`src/rtl/seg_display_ctrl_pkg.sv`:
```
// Shared definitions for the seven-segment display controller.
//   state_t    : arbitration states (BG / MSG / ALERT)
//   SRC_*      : codes reported on the src output
//   SEG_BLANK  : all cathodes off (active-low)
//   AN_OFF     : all anodes off (active-low)
//   src_of()   : maps an arbitration state to its src code
package seg_display_ctrl_pkg;

  typedef enum logic [1:0] {
    ST_BG    = 2'd0,
    ST_MSG   = 2'd1,
    ST_ALERT = 2'd2
  } state_t;

  localparam logic [1:0] SRC_BG    = 2'd0;
  localparam logic [1:0] SRC_MSG   = 2'd1;
  localparam logic [1:0] SRC_ALERT = 2'd2;

  localparam logic [7:0] SEG_BLANK = 8'hFF;
  localparam logic [3:0] AN_OFF    = 4'b1111;

  function automatic logic [1:0] src_of(input state_t s);
    case (s)
      ST_MSG:   return SRC_MSG;
      ST_ALERT: return SRC_ALERT;
      default:  return SRC_BG;
    endcase
  endfunction

endpackage

```
`src/rtl/seg_scan_mux.sv`:
```
// Digit scanner for a 4-digit multiplexed seven-segment display.
//   clk, rst    : clock, synchronous active-high reset
//   frame       : 32-bit frame, byte [31:24] drives the leftmost digit (idx 3)
//   blank       : 1 = all anodes off next cycle; the scan keeps running
//   an          : anodes, active-low one-hot, an[3] = leftmost
//   seg         : cathodes, active-low {g,f,e,d,c,b,a,dp}
//   frame_tick  : high in the last cycle of the idx 0 slot, i.e. the cycle
//                 whose edge wraps the scan back to idx 3 (frame boundary)
// Each digit is held for SCAN_DIV cycles; the first cycle of every slot is
// dark so the previous digit's cathodes never ghost onto the next anode.
module seg_scan_mux
  import seg_display_ctrl_pkg::*;
#(
  parameter int SCAN_DIV = 100_000
) (
  input  logic        clk,
  input  logic        rst,
  input  logic [31:0] frame,
  input  logic        blank,
  output logic [3:0]  an,
  output logic [7:0]  seg,
  output logic        frame_tick
);

  localparam int CW = (SCAN_DIV > 1) ? $clog2(SCAN_DIV) : 1;
  localparam logic [CW-1:0] SCAN_LAST = CW'(SCAN_DIV - 1);

  logic [CW-1:0] scan_cnt;
  logic [1:0]    idx;
  logic          slot_end;

  assign slot_end   = (scan_cnt == SCAN_LAST);
  assign frame_tick = slot_end && (idx == 2'd0);

  // NOTE: sequential state uses non-blocking (<=) so every register samples
  // the pre-edge values of its neighbours; blocking here would create order-
  // dependent simulation and mismatch the synthesized flops.
  always_ff @(posedge clk) begin
    if (rst) begin
      scan_cnt <= '0;
      idx      <= 2'd0;
      an       <= AN_OFF;
      seg      <= SEG_BLANK;
    end else begin
      if (slot_end) begin
        scan_cnt <= '0;
        idx      <= idx - 2'd1;   // 3->2->1->0->3, wraps naturally
      end else begin
        scan_cnt <= scan_cnt + CW'(1);
      end

      // slot_end is the edge that opens a new slot: that slot's first cycle
      // is dark (ghost blanking), the digit lights from the second cycle.
      if (blank || slot_end) begin
        an  <= AN_OFF;
        seg <= SEG_BLANK;
      end else begin
        an  <= ~(4'b0001 << idx);
        seg <= frame[{idx, 3'b000} +: 8];
      end
    end
  end

endmodule

```
`src/rtl/seg_display_ctrl.sv`:
```
// Seven-segment display owner: arbitrates background / message / alert
// frames, holds timed frames for HOLD_CYCLES, and scans the chosen frame
// onto the shared anode/cathode pins.
//   clk, rst              : clock, synchronous active-high reset
//   bg_seg                : background frame, used live
//   msg_seg,   msg_req    : message frame, captured on the request pulse
//   alert_seg, alert_req  : alert frame, captured on the request pulse
//   msg_ack,   alert_ack  : registered one-cycle acknowledge of each request
//   blank                 : force display dark (scan keeps running)
//   an, seg               : display pins, active-low
//   src                   : source currently on the display (0 bg,1 msg,2 alert)
// A message arriving during an alert waits in a single pending slot (newest
// wins) and is shown for a full hold once the alert expires. The displayed
// frame only changes at a scan frame boundary so digits never tear.
module seg_display_ctrl
  import seg_display_ctrl_pkg::*;
#(
  parameter int SCAN_DIV    = 100_000,
  parameter int HOLD_CYCLES = 200_000_000
) (
  input  logic        clk,
  input  logic        rst,
  input  logic [31:0] bg_seg,
  input  logic [31:0] msg_seg,
  input  logic        msg_req,
  output logic        msg_ack,
  input  logic [31:0] alert_seg,
  input  logic        alert_req,
  output logic        alert_ack,
  input  logic        blank,
  output logic [3:0]  an,
  output logic [7:0]  seg,
  output logic [1:0]  src
);

  localparam int HW = (HOLD_CYCLES > 1) ? $clog2(HOLD_CYCLES) : 1;
  localparam logic [HW-1:0] HOLD_LAST = HW'(HOLD_CYCLES - 1);

  state_t        state, state_nx;
  logic [31:0]   msg_buf, alert_buf, pend_buf, frame_buf, sel_frame;
  logic          pend_valid;
  logic [HW-1:0] hold_cnt;
  logic          hold_done;
  logic          frame_tick;

  // decoded actions for this cycle
  logic hold_clr, msg_cap, msg_promote, alert_cap, pend_wr, pend_clr;

  assign hold_done = (hold_cnt == HOLD_LAST);

  // NOTE: every signal driven here gets a default first, so no path through
  // the case leaves one unassigned and no latch is inferred.
  always_comb begin
    state_nx    = state;
    hold_clr    = 1'b0;
    msg_cap     = 1'b0;
    msg_promote = 1'b0;
    alert_cap   = 1'b0;
    pend_wr     = 1'b0;
    pend_clr    = 1'b0;
    unique case (state)
      ST_BG, ST_MSG: begin
        if (alert_req) begin
          // alert wins; any current message is dropped, a simultaneous
          // message request waits behind the alert
          state_nx  = ST_ALERT;
          alert_cap = 1'b1;
          hold_clr  = 1'b1;
          pend_wr   = msg_req;
        end else if (msg_req) begin
          state_nx = ST_MSG;
          msg_cap  = 1'b1;
          hold_clr = 1'b1;
        end else if (state == ST_MSG && hold_done) begin
          state_nx = ST_BG;
          hold_clr = 1'b1;
        end
      end
      ST_ALERT: begin
        if (alert_req) begin
          alert_cap = 1'b1;
          hold_clr  = 1'b1;
          pend_wr   = msg_req;
        end else if (hold_done) begin
          hold_clr = 1'b1;
          pend_clr = 1'b1;
          if (msg_req) begin
            // a request landing on the expiry edge is newer than the slot
            state_nx = ST_MSG;
            msg_cap  = 1'b1;
          end else if (pend_valid) begin
            state_nx    = ST_MSG;
            msg_promote = 1'b1;
          end else begin
            state_nx = ST_BG;
          end
        end else begin
          pend_wr = msg_req;
        end
      end
      default: state_nx = ST_BG;
    endcase
  end

  always_comb begin
    sel_frame = bg_seg;
    unique case (state)
      ST_MSG:   sel_frame = msg_buf;
      ST_ALERT: sel_frame = alert_buf;
      default:  sel_frame = bg_seg;
    endcase
  end

  // NOTE: the frame/capture buffers are a handful of flops, not a RAM, so
  // they are reset: a mid-operation reset must not leave an old frame able
  // to reappear.
  always_ff @(posedge clk) begin
    if (rst) begin
      state      <= ST_BG;
      hold_cnt   <= '0;
      msg_buf    <= 32'hFFFF_FFFF;
      alert_buf  <= 32'hFFFF_FFFF;
      pend_buf   <= 32'hFFFF_FFFF;
      pend_valid <= 1'b0;
      frame_buf  <= 32'hFFFF_FFFF;
      src        <= SRC_BG;
      msg_ack    <= 1'b0;
      alert_ack  <= 1'b0;
    end else begin
      state     <= state_nx;
      msg_ack   <= msg_req;
      alert_ack <= alert_req;

      if (hold_clr)
        hold_cnt <= '0;
      else if (state != ST_BG && !hold_done)
        hold_cnt <= hold_cnt + HW'(1);

      if (msg_cap)          msg_buf <= msg_seg;
      else if (msg_promote) msg_buf <= pend_buf;

      if (alert_cap) alert_buf <= alert_seg;

      if (pend_wr) begin
        pend_valid <= 1'b1;
        pend_buf   <= msg_seg;
      end else if (pend_clr) begin
        pend_valid <= 1'b0;
      end

      if (frame_tick) begin
        frame_buf <= sel_frame;
        src       <= src_of(state);
      end
    end
  end

  seg_scan_mux #(
    .SCAN_DIV (SCAN_DIV)
  ) u_scan (
    .clk        (clk),
    .rst        (rst),
    .frame      (frame_buf),
    .blank      (blank),
    .an         (an),
    .seg        (seg),
    .frame_tick (frame_tick)
  );

endmodule

```
`config.mk`:
```
export PLATFORM = sky130hd
export DESIGN_NAME = seg_display_ctrl
export DESIGN_NICKNAME = d
export VERILOG_FILES = /design/src/rtl/seg_display_ctrl_pkg.sv /design/src/rtl/seg_scan_mux.sv /design/src/rtl/seg_display_ctrl.sv
export SDC_FILE = /design/constraint.sdc
export NUM_CORES = 1
export LEC_CHECK = 0
export BUFFER_PORTS_ARGS = -buffer_cell sky130_fd_sc_hd__buf_4
export CAP_MARGIN = 20
export CORE_MARGIN = 2
export CORE_UTILIZATION = 50
export CTS_CLUSTER_DIAMETER = 200
export DETAILED_ROUTE_END_ITERATION = 16
export GPL_TIMING_DRIVEN = 0
export PLACE_DENSITY = 0.69
export REMOVE_ABC_BUFFERS = 1
export SLEW_MARGIN = 20
export SYNTH_ARGS = -nofsm -noshare
export SYNTH_HDL_FRONTEND = slang
export SYNTH_SLANG_ARGS = --single-unit
```
`constraint.sdc`:
```
create_clock -name clk -period 2.8 [get_ports clk]
set_clock_uncertainty 0.2 [all_clocks]
set_input_delay 0 -clock clk [delete_from_list [all_inputs] [get_ports clk]]
set_output_delay 0 -clock clk [all_outputs]
set_load 0.01 [all_outputs]
```
Word level (Yosys, flattened, before mapping)
Index checks and enable logic that the tools add are counted.
W data, S select, Z words.
- $add $sub $neg: 3
- equality and inequality tests: 7
- shift-type cells: 2
- multiplexer cells: 38
- bitwise logic cells: 1
- reduce and logical (&&, ||, !) cells: 16
- operators with widths (cell ; number):
    $mux W32 ; 2
    $pmux W32 S2 ; 1
    $shiftx A32 B6 Y8 ; 1
    $add A28 B1 Y28 const B ; 1
    $eq A28 B28 Y1 const B ; 1
    $mux W1 ; 25
    $add A17 B1 Y17 const B ; 1
    $eq A17 B17 Y1 const B ; 1
    $mux W2 ; 5
    $pmux W2 S2 ; 2
    $reduce_or A2 Y1 ; 4
    $pmux W1 S2 ; 3
    $reduce_bool A2 Y1 ; 3
    $logic_not A2 Y1 ; 2
    $ne A2 B2 Y1 const B ; 2
    $ne A4 B4 Y1 const B ; 1
    $not A4 Y4 ; 1
    $shl A1 B2 Y4 const A ; 1
    $logic_and A1 B1 Y1 ; 3
    $reduce_and A3 Y1 ; 1
    $reduce_or A3 Y1 ; 1
    $eq A2 B1 Y1 const B ; 1
    $eq A2 B2 Y1 const B ; 1
    $sub A2 B1 Y2 const B ; 1
    other kinds (2) ; 2
- flip-flop bits (word level): 194
- input bits: 101
- output and inout bits: 16

Logic depth before layout (Yosys ltp)
- word-level depth: 7
- gate-level depth with buffers: 10

Hierarchy
From an unflattened synthesis, not the netlist that was laid out.
- cell total of the unflattened synthesis: 978
- area total of the unflattened synthesis: 8998.6 um^2
- modules (own cells, without submodules) (module ; times used ; cells each ; area each (um^2) ; sequential area each (um^2)):
    seg_display_ctrl ; 1 ; 839 ; 7531.0 ; 3263.1
    seg_scan_mux ; 1 ; 139 ; 1467.7 ; 620.6

Least setup slack after synthesis
No wires, ideal clock.
- path kind: register -> register
- from: register u_scan.idx[0]
- to: register frame_buf[10]
- setup time: 0.141 ns
- data arrival time: 1.877 ns
- slack: 0.581 ns
- stages on the path, launching flop included: 8
- path buffers: 3
- cells stage by stage: dfxtp_1 -> clkbuf_1 -> inv_1 -> ha_1 -> nand3_1 -> buf_2 -> clkbuf_1 -> o211ai_1
- cells in the longest elaborated chain, start to end: 2
- RTL lines (item ; RTL line ; source):
    start, declared ; seg_scan_mux.sv:29 ; logic [1:0] idx;
    start signal, assigned ; seg_scan_mux.sv:47 ; idx <= idx - 2'd1;
    $logic_not A2 Y1 ; seg_scan_mux.sv:33 ; assign frame_tick = slot_end && (idx == 2'd0);
    $logic_and A1 B1 Y1 ; seg_scan_mux.sv:33 ;
    end signal, assigned ; seg_display_ctrl.sv:152 ; frame_buf <= sel_frame;
    end, declared ; seg_display_ctrl.sv:40 ; logic [31:0] msg_buf, alert_buf, pend_buf, frame_buf, sel_frame;
Every way passes these cells.
A chain may end at the register's enable or synchronous reset.

Worst setup path after layout
- from: register hold_cnt[0]
- to: register pend_buf[8]
- cells in the longest elaborated chain, start to end: 4
- RTL lines (item ; RTL line ; source):
    start, declared ; seg_display_ctrl.sv:42 ; logic [HW-1:0] hold_cnt;
    start signal, assigned ; seg_display_ctrl.sv:137 ; hold_cnt <= hold_cnt + HW'(1);
    $eq A28 B28 Y1 ; seg_display_ctrl.sv:49 ; assign hold_done = (hold_cnt == HOLD_LAST);
    $mux W1 ; seg_display_ctrl.sv:84 ; end else if (hold_done) begin
    $mux W1 ; seg_display_ctrl.sv:80 ; if (alert_req) begin
    $pmux W1 S2 ; seg_display_ctrl.sv:61 ; unique case (state)
    end signal, assigned ; seg_display_ctrl.sv:146 ; pend_buf <= msg_seg;
    end, declared ; seg_display_ctrl.sv:40 ;
Every way passes these cells.

==> metrics.md <==
| Metric | Value |
|---|---|
| Dpl ws | `-371 ps` |
| Final worst setup slack | `86.3 ps` |
| Mux contribution to synthesized area | `0.0988` |
| CTS tree | `built` |
| Clock H-tree levels | `4` |
| DRT antenna net count | `0` |
| Synth Area in Compound Gates | `0.205` |
| Post-synthesis xor/xnor area fraction | `0.0332` |
| Max Clock Freq | `368 MHz` |
| Total Power | `6.74 mW` |
| Seq/Total Area, Yosys | `0.446` |
| Synth unique cells | `63` |
| Max VDD drop | `0.494 mV` |
| Dpl hpwl | `13,700 um` |
| Post-route insts no fill | `1,317` |
| Max layer used | `met4` |
| DR iter-0 viols | `693` |
| Post-Place Cell Area | `9740 um2` |
| Die area | `18,500 um2` |
| Ys Warns | `0` |
| Avg Inst Size Synth | `9.70 um2` |
| IO Pins | `117` |
| Input/output buffers | `116` |
| Layout cell share with drive strength beyond 1 | `0.191` |
| Final Hold Violating Endpoints | `0` |
| Worst-Margin Slew | `919 ps` |
| DR WL met3 | `1270 um` |
| Simple logic cell fraction of the synthesized area | `0.154` |
| Vias per cell | `5.78` |
| Outcome | `completed` |
| Routability Congestion | `0.859` |
| Wire per inst | `18.6 um` |
| Cell area power density | `584 nW/um2` |
| Seq cells post-synth | `194` |
| HP Start | `alert_seg[7]` |
| Antenna violations before repair | `0` |
| TNS Setup | `0 ps` |
| Filler cells | `1,376` |
| FP Rows | `48` |
| Synth Flop Type | `dfxtp_1` |
| Crit path from | `hold_cnt[0]` |
| Largest family of logic cells by synthesized area | `compound AO/OA/AOI/OAI gates` |
| Vias after detailed routing | `7,610` |
| DRT Pass-1 Iters | `5` |
| Horiz. Die Dim | `136 um` |
| All-Layer GR Usage | `0.263` |
| Fin. max-slew vios | `0` |
| Vias in the first global route | `7,404` |
| Max-cap viol count | `0` |
| Clock Pin Slew Worst Setup and Hold Paths | `70 ps` |
| Met1 wire length | `11,000 um` |
| Clock Sinks | `194` |
| Crit Path Class | `reg2reg` |
| Unrepaired setup endpoints after global routing | `true` |
| HP Class | `in2reg` |
| Leak | `4.73 nW` |
| CP Capture Type | `register` |
| Starting Density | `0.507` |
| # setup viols final | `0` |
| Largest net degree at the start of global routing | `73` |
| CTS Buf Count | `17` |
| Area grow syn2layout | `32.6%` |
| Final cycle utilization of the critical path | `0.969` |
| Routed WL | `24,600 um` |
| Clock tree buffer depth | `2` |
| Die H | `136 um` |
| Worst-path fanout max | `35` |
| Later-pin clock latency in the skew report | `430 ps` |
| Max_slew headroom | `0.387` |
| Root Driver | `clkbuf_16` |
| DRC errors left | `0` |
| Core box area | `17,200 um2` |
| Cells after synthesis | `899` |
| Finished Cell Area | `11,600 um2` |
| Hold_ws | `117 ps` |
| First-pass GRT wire length | `38,000 um` |
| Storage cell area | `3880 um2` |
| Area of the multi-input gates | `4610 um2` |
| Crit Reg-Reg Startpoint | `hold_cnt[0]` |
| Post-Synth Adder-Cell Area | `0.0158` |
| Ant diodes | `0` |
| Synthesized area | `8720 um2` |
| # nets final | `1,191` |
| Worst EP arrival | `2830 ps` |
| FFs w/ async S/R, synth | `0` |
| Gr ovfl total | `0` |
| CP required | `2920 ps` |
| Post-Place Cells | `1,176` |
| Final Core Density | `0.673` |
| Post-synth EDFFs | `0` |
| Met2 wire len | `11,700 um` |
| Setup crit start kind | `register` |
| Final min period | `2710 ps` |
## final timing paths
kind	to	slack (ps)	cells past startpoint
worst max-delay path	pend_buf[8]	90	6
worst min-delay path	alert_buf[7]	120	4
worst max register to register	pend_buf[8]	90	6
worst min register to register	pend_buf[30]	260	1
## synthesized netlist by cell type (all sizes together) (5+ instances only)
cell     count  share of area
or3         15          0.011
xnor2       24          0.024
a21bo       32          0.037
dfxtp      194           0.45
nor4         9         0.0065
a2bb2oi     32          0.034
o21ai       42          0.025
and4         6         0.0060
mux4         8          0.021
a31oi       34          0.026
nand2      122          0.053
nand4       11          0.011
a21oi        7         0.0053
inv         14         0.0060
a211oi      10         0.0086
ha          11          0.016
xor2         9         0.0090
buf         42          0.029
a22oi       32          0.028
mux2i       68          0.078
nor3        30          0.018
clkbuf      29          0.012
nor2        28          0.012
o211ai      35          0.031
and3         5         0.0036
nand3       18          0.012
## kinds of logic (layout without fill, tap and decap cells)
group	after synthesis	after routing
AND/OR/NAND/NOR	266	269
XOR/XNOR	33	33
AO/OA/AOI/OAI	234	236
flip-flops	194	194
multiplexers	76	76
adder cells (fa/ha/maj)	11	11
buffers and inverters	85	273
## report_power, final
part | leakage (nW) | total [mW] | switching (mW) | internal (mW)
Combinational | 2.84 | 1.20 | 0.622 | 0.574
Clock | 0.298 | 2.57 | 1.12 | 1.45
Sequential | 1.59 | 2.98 | 0.0835 | 2.90
## state kept, by name, summed over array words and instances (netlist names)
| register | cells |
|---|---|
| pend_buf | 32 |
| u_scan.idx | 2 |
| src | 2 |
| hold_cnt | 28 |
| u_scan.seg | 8 |
| alert_ack | 1 |
| u_scan.an | 4 |
| state | 2 |
| pend_valid | 1 |
| msg_buf | 32 |
| alert_buf | 32 |
| msg_ack | 1 |
| frame_buf | 32 |
| u_scan.scan_cnt | 17 |
## placed cells by master (no fill, tap or decap), drive strengths merged, types with 3 or more instances in the layout
cell and n:
dfxtp 194, buf 126, nand2 122, dlygate4sd3 101, mux2i 68, o21ai 42, o211ai 35, a31oi 35
a22oi 32, a21bo 32, a2bb2oi 32, nor3 30, nor2 28, xnor2 24, nand3 20, clkbuf 19
inv 18, or3 15, nand4 12, ha 11, a211oi 10, xor2 9, nor4 9, mux4 8
a21oi 8, and4 6, and3 5, and2 4, clkinv 4, nor4b 4, o31ai 3, or4 3
bufinv 3, nor2b 3
## repair_timing
action / CTS / global route
pin swaps: 2 / 2
endpoints found under the hold margin: 146 / 0
setup endpoints to repair: 65 / 122
hold buffers: 101 / 0
cloned: 2 / 3
gates resized for setup: 7 / 11
buffers inserted: 0 / 3
## area by class of cell
class                           count  area share
Multi-Input combinational cell    625       0.399
Clock buffer                       19      0.0383
Sequential cell                   194       0.336
Inverter                           14     0.00476
Clock inverter                     13      0.0153
Timing Repair Buffer              227       0.182
Tap cell                          225      0.0244
## metal layers
metal	GRT usage	up-vias
li1	-	3673
met1	0.345	3630
met4	0.0995	0
met2	0.438	259
met3	0.0418	48
met5	0	-
## critical path, cell delays in order, from the launching register on
cell and delay (ps):
dfxtp_1 400, ha_1 200, and2_1 320, and4_4 360, nand3_4 470, a31oi_2 390
a21bo_1 250
(Power assumes the default switching activity.)
